<file path="src/rtl/clock_set_ctrl.sv">
// Set-time controller for a 12-hour BCD clock: one-second strobe,
// two-button edit FSM and a one-cycle parallel load into the counter.
module clock_set_ctrl #(
    parameter int TICKS_PER_SEC = 50000000,
    parameter int CNT_W         = 26,
    parameter int TIMEOUT_S     = 30
) (
    input  logic       clk,
    input  logic       reset,
    input  logic       btn_mode,
    input  logic       btn_inc,
    input  logic [7:0] cur_hh,
    input  logic [7:0] cur_mm,
    input  logic       cur_pm,
    output logic       ena,
    output logic       load,
    output logic [7:0] ld_hh,
    output logic [7:0] ld_mm,
    output logic       ld_pm,
    output logic [1:0] mode,
    output logic       blink
);

    localparam int TMO_W = $clog2(TIMEOUT_S + 1);

    typedef enum logic [1:0] {RUN, SET_HH, SET_MM, COMMIT} state_t;

    state_t           state;
    logic [CNT_W-1:0] presc;
    logic [CNT_W-1:0] presc_nxt;
    logic [TMO_W-1:0] tmo;
    logic             blink_r;
    logic [7:0]       sh_hh;
    logic [7:0]       sh_mm;
    logic             sh_pm;
    logic             wrap;
    logic             half;
    logic             editing;

    function automatic logic [7:0] inc_hh(input logic [7:0] hh);
        logic ok;
        ok = (hh[3:0] <= 4'd9) && (hh != 8'h00) && (hh <= 8'h12);
        if (!ok || hh == 8'h12)
            return 8'h01;
        else if (hh[3:0] == 4'd9)
            return 8'h10;
        else
            return hh + 8'd1;
    endfunction

    // Minutes wrap without carrying into hours
    function automatic logic [7:0] inc_mm(input logic [7:0] mm);
        logic ok;
        ok = (mm[3:0] <= 4'd9) && (mm <= 8'h59);
        if (!ok || mm == 8'h59)
            return 8'h00;
        else if (mm[3:0] == 4'd9)
            return {mm[7:4] + 4'd1, 4'h0};
        else
            return mm + 8'd1;
    endfunction

    assign wrap      = (presc == CNT_W'(TICKS_PER_SEC - 1));
    assign half      = (presc == CNT_W'(TICKS_PER_SEC / 2 - 1));
    assign presc_nxt = wrap ? '0 : presc + 1'b1;
    assign editing   = (state == SET_HH) || (state == SET_MM);

    always_ff @(posedge clk or posedge reset) begin
        if (reset) begin
            state   <= RUN;
            presc   <= '0;
            tmo     <= '0;
            blink_r <= 1'b0;
            sh_hh   <= 8'h12;
            sh_mm   <= 8'h00;
            sh_pm   <= 1'b0;
        end else begin
            unique case (state)
                RUN: begin
                    if (btn_mode) begin
                        sh_hh   <= cur_hh;
                        sh_mm   <= cur_mm;
                        sh_pm   <= cur_pm;
                        tmo     <= '0;
                        blink_r <= 1'b0;
                        presc   <= '0;
                        state   <= SET_HH;
                    end else begin
                        presc <= presc_nxt;
                    end
                end
                SET_HH, SET_MM: begin
                    presc <= presc_nxt;
                    if (wrap || half)
                        blink_r <= ~blink_r;
                    if (btn_mode) begin
                        tmo   <= '0;
                        state <= (state == SET_HH) ? SET_MM : COMMIT;
                    end else if (btn_inc) begin
                        tmo <= '0;
                        if (state == SET_HH) begin
                            sh_hh <= inc_hh(sh_hh);
                            if (sh_hh == 8'h11)
                                sh_pm <= ~sh_pm;
                        end else begin
                            sh_mm <= inc_mm(sh_mm);
                        end
                    end else if (wrap) begin
                        // Abandon the edit; the counter keeps its old time
                        if (tmo == TMO_W'(TIMEOUT_S - 1)) begin
                            tmo   <= '0;
                            presc <= '0;
                            state <= RUN;
                        end else begin
                            tmo <= tmo + 1'b1;
                        end
                    end
                end
                COMMIT: begin
                    presc <= '0;
                    state <= RUN;
                end
            endcase
        end
    end

    assign ena   = (state == RUN) && wrap;
    assign load  = (state == COMMIT);
    assign blink = blink_r && editing;
    assign ld_hh = sh_hh;
    assign ld_mm = sh_mm;
    assign ld_pm = sh_pm;

    always_comb begin
        mode = 2'd0;
        if (state == SET_HH)
            mode = 2'd1;
        else if (state == SET_MM)
            mode = 2'd2;
    end

endmodule

</file>
<file path="config.mk">
export PLATFORM = sky130hd
export DESIGN_NAME = clock_set_ctrl
export DESIGN_NICKNAME = d
export VERILOG_FILES = /design/src/rtl/clock_set_ctrl.sv
export SDC_FILE = /design/constraint.sdc
export NUM_CORES = 1
export LEC_CHECK = 0
export ABC_AREA = 1
export BUFFER_PORTS_ARGS = -buffer_cell sky130_fd_sc_hd__buf_2
export CORE_MARGIN = 10
export CORE_UTILIZATION = 63
export DETAILED_ROUTE_END_ITERATION = 7
export PLACE_DENSITY = 0.91
export SLEW_MARGIN = 5
export SYNTH_ARGS = -nofsm -noshare
export SYNTH_HDL_FRONTEND = slang
export SYNTH_SLANG_ARGS = --single-unit
</file>
<file path="constraint.sdc">
create_clock -name clk -period 3.35 [get_ports clk]
set_input_delay 0.67 -clock clk [delete_from_list [all_inputs] [get_ports clk]]
set_output_delay 0.67 -clock clk [all_outputs]
set_load 0.01 [all_outputs]
</file>
; After elaboration in Yosys (flattened, before gate mapping)
; Cells that the tools add are included.
[totals]
input_bits = 21
latchBits = 0
register_bits = 51
romBits = 0
mem_count = 0
ramBits = 0
out_inout_bits = 22
word_cells = 106
[op_classes]
n_addsub = 5
reduce_logical = 21
n_shift = 0
n_bitwise = 2
muxes = 45
n_lt_le_gt_ge = 4
n_mul = 0
n_div = 0
n_eq_ne = 22
[ops]
columns = op, count
row1 = two-way mux 26 bit, 6
row2 = two-way mux 8 bit, 12
row3 = case mux 26 bit (3 select lines), 1
row4 = case mux 8 bit (2 select lines), 2
row5 = "adder 26 x 1 -> 26 bit, second input constant", 1
row6 = "== test 26 x 25 -> 1 bit, second input constant", 1
row7 = "== test 26 bit, second input constant", 1
row8 = two-way mux 5 bit, 5
row9 = "adder 8 x 1 -> 8 bit, second input constant", 2
row10 = "== test 8 x 5 -> 1 bit, second input constant", 2
row11 = two-way mux 2 bit, 7
row12 = "inequality test 2 bit, second input constant", 7
row13 = case mux 5 bit (2 select lines), 1
row14 = AND reduction 5 bit, 2
row15 = "inequality test 3 bit, second input constant", 3
row16 = "== test 4 bit, second input constant", 2
row17 = "== test 8 x 7 -> 1 bit, second input constant", 1
row18 = "less-or-equal comparator 4 bit, second input constant", 2
row19 = "less-or-equal comparator 8 x 5 -> 1 bit, second input constant", 1
row20 = "less-or-equal comparator 8 x 7 -> 1 bit, second input constant", 1
row21 = two-way mux 1 bit, 8
row22 = nonzero test 8 bit, 1
row23 = case mux 2 bit (3 select lines), 1
row24 = AND reduction 3 bit, 2
row25 = 16 further kinds, 27

; Longest topological paths before layout
; Gate-level depths: netlist of run 1.
[depth]
word_depth = 10
ltp_mapped = 11

; Worst setup path after synthesis of run 1
; No wires, ideal clock.
[synth_timing]
path_type = reg2out
startpoint = register presc[0]
endpoint = output port ena
arrival_time_ps = 1144
t_required_ps = 2680
stages_incl_launch_ff = 8
slack_ps = 1536
cell_sequence = dfrtp_1 ha_1 nand3_2 nor2_2 nand2_1 nor2_2 nand2_1 nor2_1
[synth_between]
elab_chain_cells = 2
[synth_rtl]
columns = item, line
row1 = "start, declared", 29  ; logic [CNT_W-1:0] presc;
row2 = "start signal, assigned", 89  ; presc <= presc_nxt;
row3 = "start signal, assigned", 93  ; presc <= presc_nxt;
row4 = == test 26 bit, 63  ; assign wrap = (presc == CNT_W'(TICKS_PER_SEC - 1));
row5 = logical AND 1 bit, 127  ; assign ena = (state == RUN) && wrap;
row6 = "end, declared", 15  ; output logic ena,
; Every way passes these cells.

; Worst setup path after layout of run 1
; Same ends and word-level chain as after synthesis.

==> results of run 1 <==
-- metal layers --
layer  vias up  share of wire, %  track usage, %  routed length (µm)
met5         -                 0               0                   0
met4         0               1.6            6.81                 129
met3        17               6.6            4.00                 543
met2       115                49            33.2                4030
met1      1529                42            22.5                3460
li1       1620                 -               -                   -
-- Yosys cell counts --
cell	count
nand2_1	120
nor2_1	76
inv_1	57
dfrtp_1	49
nand3_1	39
a21oi_1	26
nand4_1	15
o21ai_0	13
ha_1	10
inv_2	6
nand2_2	6
nor2_2	6
xor2_1	6
nor2_4	5
a31oi_1	4
nor3_1	4
buf_4	3
nand3_2	3
a21o_1	2
and2_1	2
and3_1	2
buf_2	2
dfstp_2	2
nand3b_1	2
nor3_2	2
o21ai_1	2
xnor2_1	2
a22oi_1	1
a2bb2oi_1	1
a41oi_1	1
and3_2	1
buf_6	1
clkbuf_1	1
clkinv_1	1
nand3_4	1
nand4_2	1
o211ai_1	1
o22ai_1	1
o31ai_1	1
or2_2	1
-- stage by stage --
stage,hold slack (ns),utilization (%),cells,area [µm²]
after detailed placement,0.465,70.3,584,3610
after global placement,0.434,70.3,584,3610
after floorplan,0.424,-,479,3360
after CTS,0.478,72.6,592,3730
final,0.474,72.6,592,3730
after global routing,0.501,72.6,592,3730
-- cell type report --
class                   instances  area, µm²  area share (%)
clock buffers                   6       82.6            2.21
clock inverters                 2       35.0           0.939
inverters                      64        240            6.44
multi-input cells             357       1800            48.2
flip-flops and latches         51       1280            34.3
well taps                      70       87.6            2.35
repair buffers                 42        210            5.63
-- worst paths after layout --
check	to	slack, ns	cells past startpoint	startpoint
max reg2reg	ld_hh[4]$_DFFE_PP1P_	1.03	7	state[1]$_DFFE_PP0P_
max in group asynchronous	ld_mm[5]$_DFFE_PP0P_	2.09	2	reset
max	ena	0.93	8	presc[0]$_DFF_PP0_
min reg2reg	presc[0]$_DFF_PP0_	0.47	1	presc[0]$_DFF_PP0_
min in group asynchronous	presc[4]$_DFF_PP0_	0.60	2	reset
min	presc[0]$_DFF_PP0_	0.47	1	presc[0]$_DFF_PP0_
-- cell families (layout without fill, tap and decap cells) --
group	after synthesis	after routing
simple gates	286	286
buf+inv	71	114
compound gates	53	53
flops	51	51
fa+ha+maj	10	10
xor+xnor	8	8
-- report_power, final --
part / leakage (nW) / switching (mW) / internal (mW)
sequential: 0.671 / 0.163 / 0.771
combinational: 1.14 / 1.08 / 0.524
clock: 0.0612 / 0.216 / 0.242
total: 1.87 / 1.46 / 1.54
-- registers in the layout, summed over array words and instances (netlist names) --
name and flops:
state 2, blink_r 1, ld_mm 8, ld_pm 1, ld_hh 8, presc 26
tmo 5
-- critical path, delay by kind of cell (launching register included) --
kind,cells,cell delay [ns]
buffers and inverters,1,0.15
and+or+nand+nor,6,0.67
adders and majority gates,1,0.22
DFF,1,0.38
==> results by stage, run 1 <==
Power and ir drop:
- The maximum vdd drop is 0.499 mV.
- The completed layout was analyzed and its total power is 3.00 mW.
- For this design the ratio of total power to cell area is about 800 nW/µm².
- For this design the static power due to leakage is between 1.5 and 2 nW.

STA:
- The max-slew violation total from the final report is 0.
- The post-route fraction of the period consumed by the critical path is 72.2%.
- The worst path needs 2.42 ns of the cycle, external delays included.
- The clock arrives with 0.0107 ns of skew.
- Once routing completed, OpenROAD measured the worst setup slack at 0.931 ns.
- The worst relative slew slack is about 29%.
- The hold violation count in the final report is 0.
- The transition time at the pin with the least slew margin is 1.06 ns.
- Setup repair after global routing left no endpoint under its margin.
- Derived from the worst setup path, the maximum achievable clock frequency is 413 MHz.
- Summed over all failing endpoints, the final setup total negative slack is 0 ns.
- The number of failing setup endpoints in the final timing report is 0.

Placed design:
- The HPWL after detailed placement is 6.11 mm.
- The count of buffers added on input and output ports is 42.
- The global placement routability congestion is 0.876.
- Before CTS, the worst setup slack after placement is between 1 and 1.5 ns.

Global route:
- Entering global routing, the biggest net connects 52 pins.
- The initial antenna violation count is 0.
- The global-route total usage across every layer is 19.0%.
- The first global-routing pass estimated ~14 mm of wire.
- The remaining global-route overflow is 0.
- The number of global-route vias before repair is 3138.

Synth:
- The share of synthesized cell area in full adder, half adder and majority cells is 3.72%.
- The number of distinct library cells after synthesis is 40.
- The largest family of logic cells by synthesized area is simple AND/OR/NAND/NOR gates.
- In the post-synthesis netlist, the biggest area contributors are dfrtp_1 (36%), nand2_1 (13%), nor2_1 (8.5%), inv_1 (6.4%), nand3_1 (5.8%).
- The synthesized design spends more area on one cell type than any other, namely dfrtp_1.
- Sequential elements use 38.0% of the synthesized area.
- The number of nets handed over by synthesis was 510.
- Counting every instance in the synthesized netlist gives 479.
- Summing the areas of all xor and xnor instances in the mapped netlist gives 2.08% of the synthesized area.
- After synthesis, the largest area contributor takes up 36.5% of total cell area.
- The total standard cell area after synthesis is about 3400 µm².
- The fraction of the mapped netlist area in simple logic gates is between 30% and 40%.
- The count of synthesis-stage warnings from yosys is 0.
- After synthesis the netlist holds a flip-flop and latch count of 51.
- The synthesized area divided by synthesized cell count is between 7 and 8 µm².
- The share of the synthesized area in compound gates (AO/OA/AOI/OAI) is a little under 9%.
- Measured against the total synthesized area, the mux share comes to 0%.

Detailed routing:
- The total wire length after detailed routing is 8.17 mm.
- Dividing the detail-routed wire length by the instance count gives 13.8 µm.
- The first TritonRoute pass finished after 6 iterations.
- The count of nets left with antenna violations once routing finished came out at 0.
- The number of design-rule violations left by the first detailed-router iteration is roughly 330.
- The total via count in the routed design is 3281.
- The DRC violations left is 0.
- The via density per instance is 5.54.

Clock tree:
- After clock tree synthesis, the flow added hold-fix buffers numbering 0.
- CTS built an H-tree with a depth of 2.
- The clock drives 51 sinks.
- The CTS tree is yes.
- The maximum clock path buffer count is 2.
- The tree is rooted in a clkbuf_8.
- The clock latency reported for the late side of the worst-skew pair is 0.32 ns.
- The number of setup buffers added after CTS is 0.
- The TritonCTS buffer count is 5.
- Once the clock tree was built, the resizer swapped 0 gates to a different size.
- The post-CTS clock slew at the launch and capture registers of the worst setup and hold paths is 0.10 ns.

Worst setup path:
- Walking the worst path, the cells encountered are ha_1, nand3_2, nor2_2, nand2_1, nor2_2, nand2_1, nor2_1, buf_2.
- The arrival time of data at the critical path endpoint is 1.75 ns.
- On the worst path, the slowest cell contributes a delay of 0.38 ns.
- The endpoint class of the critical path is an output port.
- The maximum net fanout on the critical path is 3.
- The category of the critical setup timing path is reg2out.
- The master of the slowest instance on the critical path is dfrtp_1.
- The kind of launch point of the worst setup path is a register.
- For the worst setup path, the data required time is between 2 and 3 ns.

Run status:
- The flow ran to the end, and the final reports show no timing, DRC or antenna violations.

Finish:
- The final-stage net count is 552.
- Leaving out fill and tap cells, the most frequent cells in the layout are nand2_1 (120), nor2_1 (76), inv_1 (56).
- Leaving out fill and tap cells, the most frequent cell in the layout is nand2_1.
- The count of fill cells added during filler insertion is 425.
- The antenna diode instance count is 0.
- The synthesis-to-layout area growth is 10.9%.
- The layout cell share with drive strength beyond 1 is around 16%.

Flow run:
- The number of max-capacitance violations reported is 0.

Die:
- The die is about 93 µm wide.
- The initialized floorplan defines 26 standard-cell rows.
- The total I/O pin count is 43.
- Once the floorplan was initialized, standard cells occupied 65.4% of the core.
- The overall die area is 8660 µm².
- The floorplan die height is roughly 93 µm.
- The core footprint is 5140 µm².

Hold path:
- The min-delay analysis places its worst path in the category reg2reg.
No activity file was read; power rests on OpenSTA's default activity.
==> inputs of run 2 (changes only) <==
--- a/config.mk
+++ b/config.mk
@@ -8,9 +8,9 @@
 export ABC_AREA = 1
 export BUFFER_PORTS_ARGS = -buffer_cell sky130_fd_sc_hd__buf_2
 export CORE_MARGIN = 10
-export CORE_UTILIZATION = 63
+export CORE_UTILIZATION = 58
 export DETAILED_ROUTE_END_ITERATION = 7
-export PLACE_DENSITY = 0.91
+export PLACE_DENSITY = 0.85
 export SLEW_MARGIN = 5
 export SYNTH_ARGS = -nofsm -noshare
 export SYNTH_HDL_FRONTEND = slang
==> constraint.sdc (replaced) <==
create_clock -name clk -period 2.43 [get_ports clk]
set_input_delay 0.486 -clock clk [delete_from_list [all_inputs] [get_ports clk]]
set_output_delay 0.486 -clock clk [all_outputs]
set_load 0.01 [all_outputs]
==> run 2 against run 1 <==
Register-to-register slack got worse by 0.73 ns. Routed wire length fell by 3.6%. Non-clock buffer count up 3. Die area grew 6.7%.
==> results by stage, run 2 (synthesis results as in run 1) <==
Detailed routing:
- The number of design-rule violations left by the first detailed-router iteration is 192 (was 326).
- The total wire length after detailed routing is 7.88 mm (was 8.17 mm).
- The via density per instance was 5.42 (was 5.54).
- The antenna violation net count after detailed routing is 0 (unchanged).
- The average wire per standard cell is 13.2 µm (was 13.8 µm).
- The DRC violations left came to 0 (unchanged).
- The total iterations of the first detailed-routing run was 5 (was 6).
- The total via count in the routed design is 3233 (was 3281).

STA:
- Setup repair after global routing missed its margin: no (unchanged).
- The post-route minimum period is 2.26 ns.
- The final setup skew is 0.0139 ns (was 0.0107 ns).
- The transition time at the pin with the least slew margin is 0.512 ns (was 1.06 ns).
- The final total negative setup slack came to 0 ns (unchanged).
- The max-slew violation total from the final report is 0 (unchanged).
- The number of failing setup endpoints in the final timing report was 0 (unchanged).
- The final critical path takes up 92.9% of the cycle.
- The worst relative slew slack is 65.8% (was 29.1%).
- The highest clock rate is ~440 MHz.
- The hold violation count in the final report came to 0 (unchanged).

Worst setup path:
- The capture point of the critical path is ena (unchanged).
- The maximum net fanout on the critical path is 3 (unchanged).
- The endpoint class of the critical path is an output port (unchanged).
- The kind of launch point of the worst setup path is a register (unchanged).
- The destination of the worst register-to-register timing path is ld_hh[0]$_DFFE_PP0P_ (was ld_hh[4]$_DFFE_PP1P_).
- The critical path required time is 1.94 ns (was 2.68 ns).
- Sequence of cells on the critical path: ha_1, nand3_2, nor2_2, nand2_1, nor2_2, nand2_1, nor2_1, buf_2 (unchanged).
- The origin of the worst setup path is presc[0]$_DFF_PP0_ (unchanged).
- The category of the critical setup timing path is reg2out (unchanged).
- The delay of the slowest cell on the worst path came to 0.38 ns (about the same).
- The reg2reg setup slack is 0.30 ns (was 1.03 ns).
- The depth of the most critical reg-to-reg path is 10 (was 7).
- The worst flop-to-flop path startpoint is state[0]$_DFFE_PP0P_ (was state[1]$_DFFE_PP0P_).
- The master of the slowest instance on the critical path is dfrtp_1 (unchanged).
- The arrival time of data at the critical path endpoint is 1.77 ns (was 1.75 ns).

Die:
- The initial core utilization came to 60.3% (was 65.4%).
- The die outline width is 96.2 µm (was 93.1 µm).
- The floorplan die height was 96.2 µm (was 93.1 µm).
- The placement row count is 27 (was 26).
- The core footprint came to 5570 µm² (was 5140 µm²).
- The total I/O pin count is 43 (unchanged).
- The overall die area was 9240 µm² (was 8660 µm²).

Finish:
- Top library cells by usage in the layout, fill and taps aside: nand2_1 (120), nor2_1 (76), inv_1 (56) (unchanged).
- The leading cell type in the layout, fill and taps excluded is nand2_1 (unchanged).
- The largest register by flop count is presc (unchanged).
- The flip-flop count of the largest register after layout was 26 (unchanged).
- The layout cell share with drive strength beyond 1 came to 16.4% (was 16.3%).
- The synthesis-to-layout area growth is 11.7% (was 10.9%).
- The antenna diode instance count is 0 (unchanged).
- The final-stage net count is 555 (was 552).
- The count of fill cells added during filler insertion is 474 (was 425).

Placed design:
- The HPWL after detailed placement is 6.05 mm (was 6.11 mm).
- The global placement routability congestion is 0.887 (was 0.876).
- The number of input and output port buffers inserted was 42 (unchanged).

Clock tree:
- The number of resized instances in the post-cts repair step came to 0 (unchanged).
- The post-CTS setup-driven buffer insertion count came to 0 (unchanged).
- The clock latency reported for the late side of the worst-skew pair is 0.31 ns (was 0.32 ns).
- The root cell of the clock tree is clkbuf_8 (unchanged).
- The TritonCTS buffer count is 5 (unchanged).
- The CTS sink count is 51 (unchanged).
- The post-cts hold buffer count is 0 (unchanged).
- The post-CTS clock slew at the launch and capture registers of the worst setup and hold paths is 0.09 ns (was 0.10 ns).
- The number of H-tree branching levels is 2 (unchanged).
- The CTS tree is yes (unchanged).
- The maximum clock path buffer count came to 2 (unchanged).

Global route:
- The initial antenna violation count is 0 (unchanged).
- The number of global-route vias before repair is 3105 (was 3138).
- The maximum number of pins on one net before global-route repair was 31 (was 52).
- The wire length of the first global-routing pass is 13.6 mm (was 13.9 mm).
- The global-route total usage across every layer is 17.7% (was 19.0%).
- The remaining global-route overflow is 0 (unchanged).

Hold path:
- The worst hold path class is in2async (was reg2reg).

Power and ir drop:
- The leakage power summed over all cells is 1.88 nW (was 1.87 nW).
- The overall power consumption is 4.11 mW (was 3.00 mW).
- The power density over the cells was 1090 nW/µm² (was 803 nW/µm²).
- The maximum vdd drop is 0.627 mV (was 0.499 mV).

Run status:
- Result of the run: complete, no violations (unchanged).

Flow run:
- The number of max-capacitance violations reported is 0 (unchanged).
==> run 2: cell types whose count changed in the layout (fill, tap and decap cells not counted), sizes merged <==
cell | before | now
clkinv | 2 | 1
clkbuf | 6 | 7
buf | 42 | 45
==> run 2: critical path, delay by kind of cell (launching register included) <==
| kind | cells | cell delay (ns) |
|---|---|---|
| and+or+nand+nor | 6 | 0.71 |
| DFF | 1 | 0.38 |
| buffers and inverters | 1 | 0.16 |
| adders and majority gates | 1 | 0.22 |
==> run 2: worst min-delay path by stage <==
| stage | from | endpoint |
|---|---|---|
| floorplan | presc[0]$_DFF_PP0_ | presc[0]$_DFF_PP0_ |
| global placement | presc[0]$_DFF_PP0_ | presc[0]$_DFF_PP0_ |
| detailed placement | presc[0]$_DFF_PP0_ | presc[0]$_DFF_PP0_ |
| CTS | reset | ld_hh[0]$_DFFE_PP0P_ |
| global route | reset | ld_hh[0]$_DFFE_PP0P_ |
| finish | reset | ld_hh[0]$_DFFE_PP0P_ |
==> run 2: cell type report <==
| type | count | area, µm² | share of cell area, % |
|---|---|---|---|
| clock buffer | 7 | 76.3 | 2.03 |
| clock inverter | 1 | 30.0 | 0.799 |
| inverter | 64 | 240 | 6.39 |
| multi-input combinational | 357 | 1800 | 47.8 |
| sequential | 51 | 1280 | 34.0 |
| tap | 72 | 90.1 | 2.40 |
| timing repair buffer | 45 | 245 | 6.53 |
==> run 2: report_power, final <==
part	switching (mW)	leakage, nW	internal, mW
clock	0.278	0.0524	0.309
combinational	1.49	1.16	0.763
sequential	0.212	0.671	1.06
total	1.98	1.88	2.14
==> run 2: routing by layer <==
layer	part of all wire [%]	global-route usage [%]	routed length, µm
met2	48	29.2	3820
met4	1.5	5.77	121
met5	0	0	0
met3	5.2	3.50	413
met1	45	22.6	3530
==> run 2: through the flow <==
step           instances  setup WS, ns  util, %  hold slack (ns)  cell area [µm²]
6_report             597         0.172     67.4            0.198             3760
5_1_grt              597        0.0813     67.4            0.232             3760
4_1_cts              597         0.176     67.4            0.212             3760
3_5_place_dp         589         0.341     65.5            0.456             3650
3_3_place_gp         589         0.461     65.5            0.445             3650
2_1_floorplan        479         0.713        -            0.424             3360
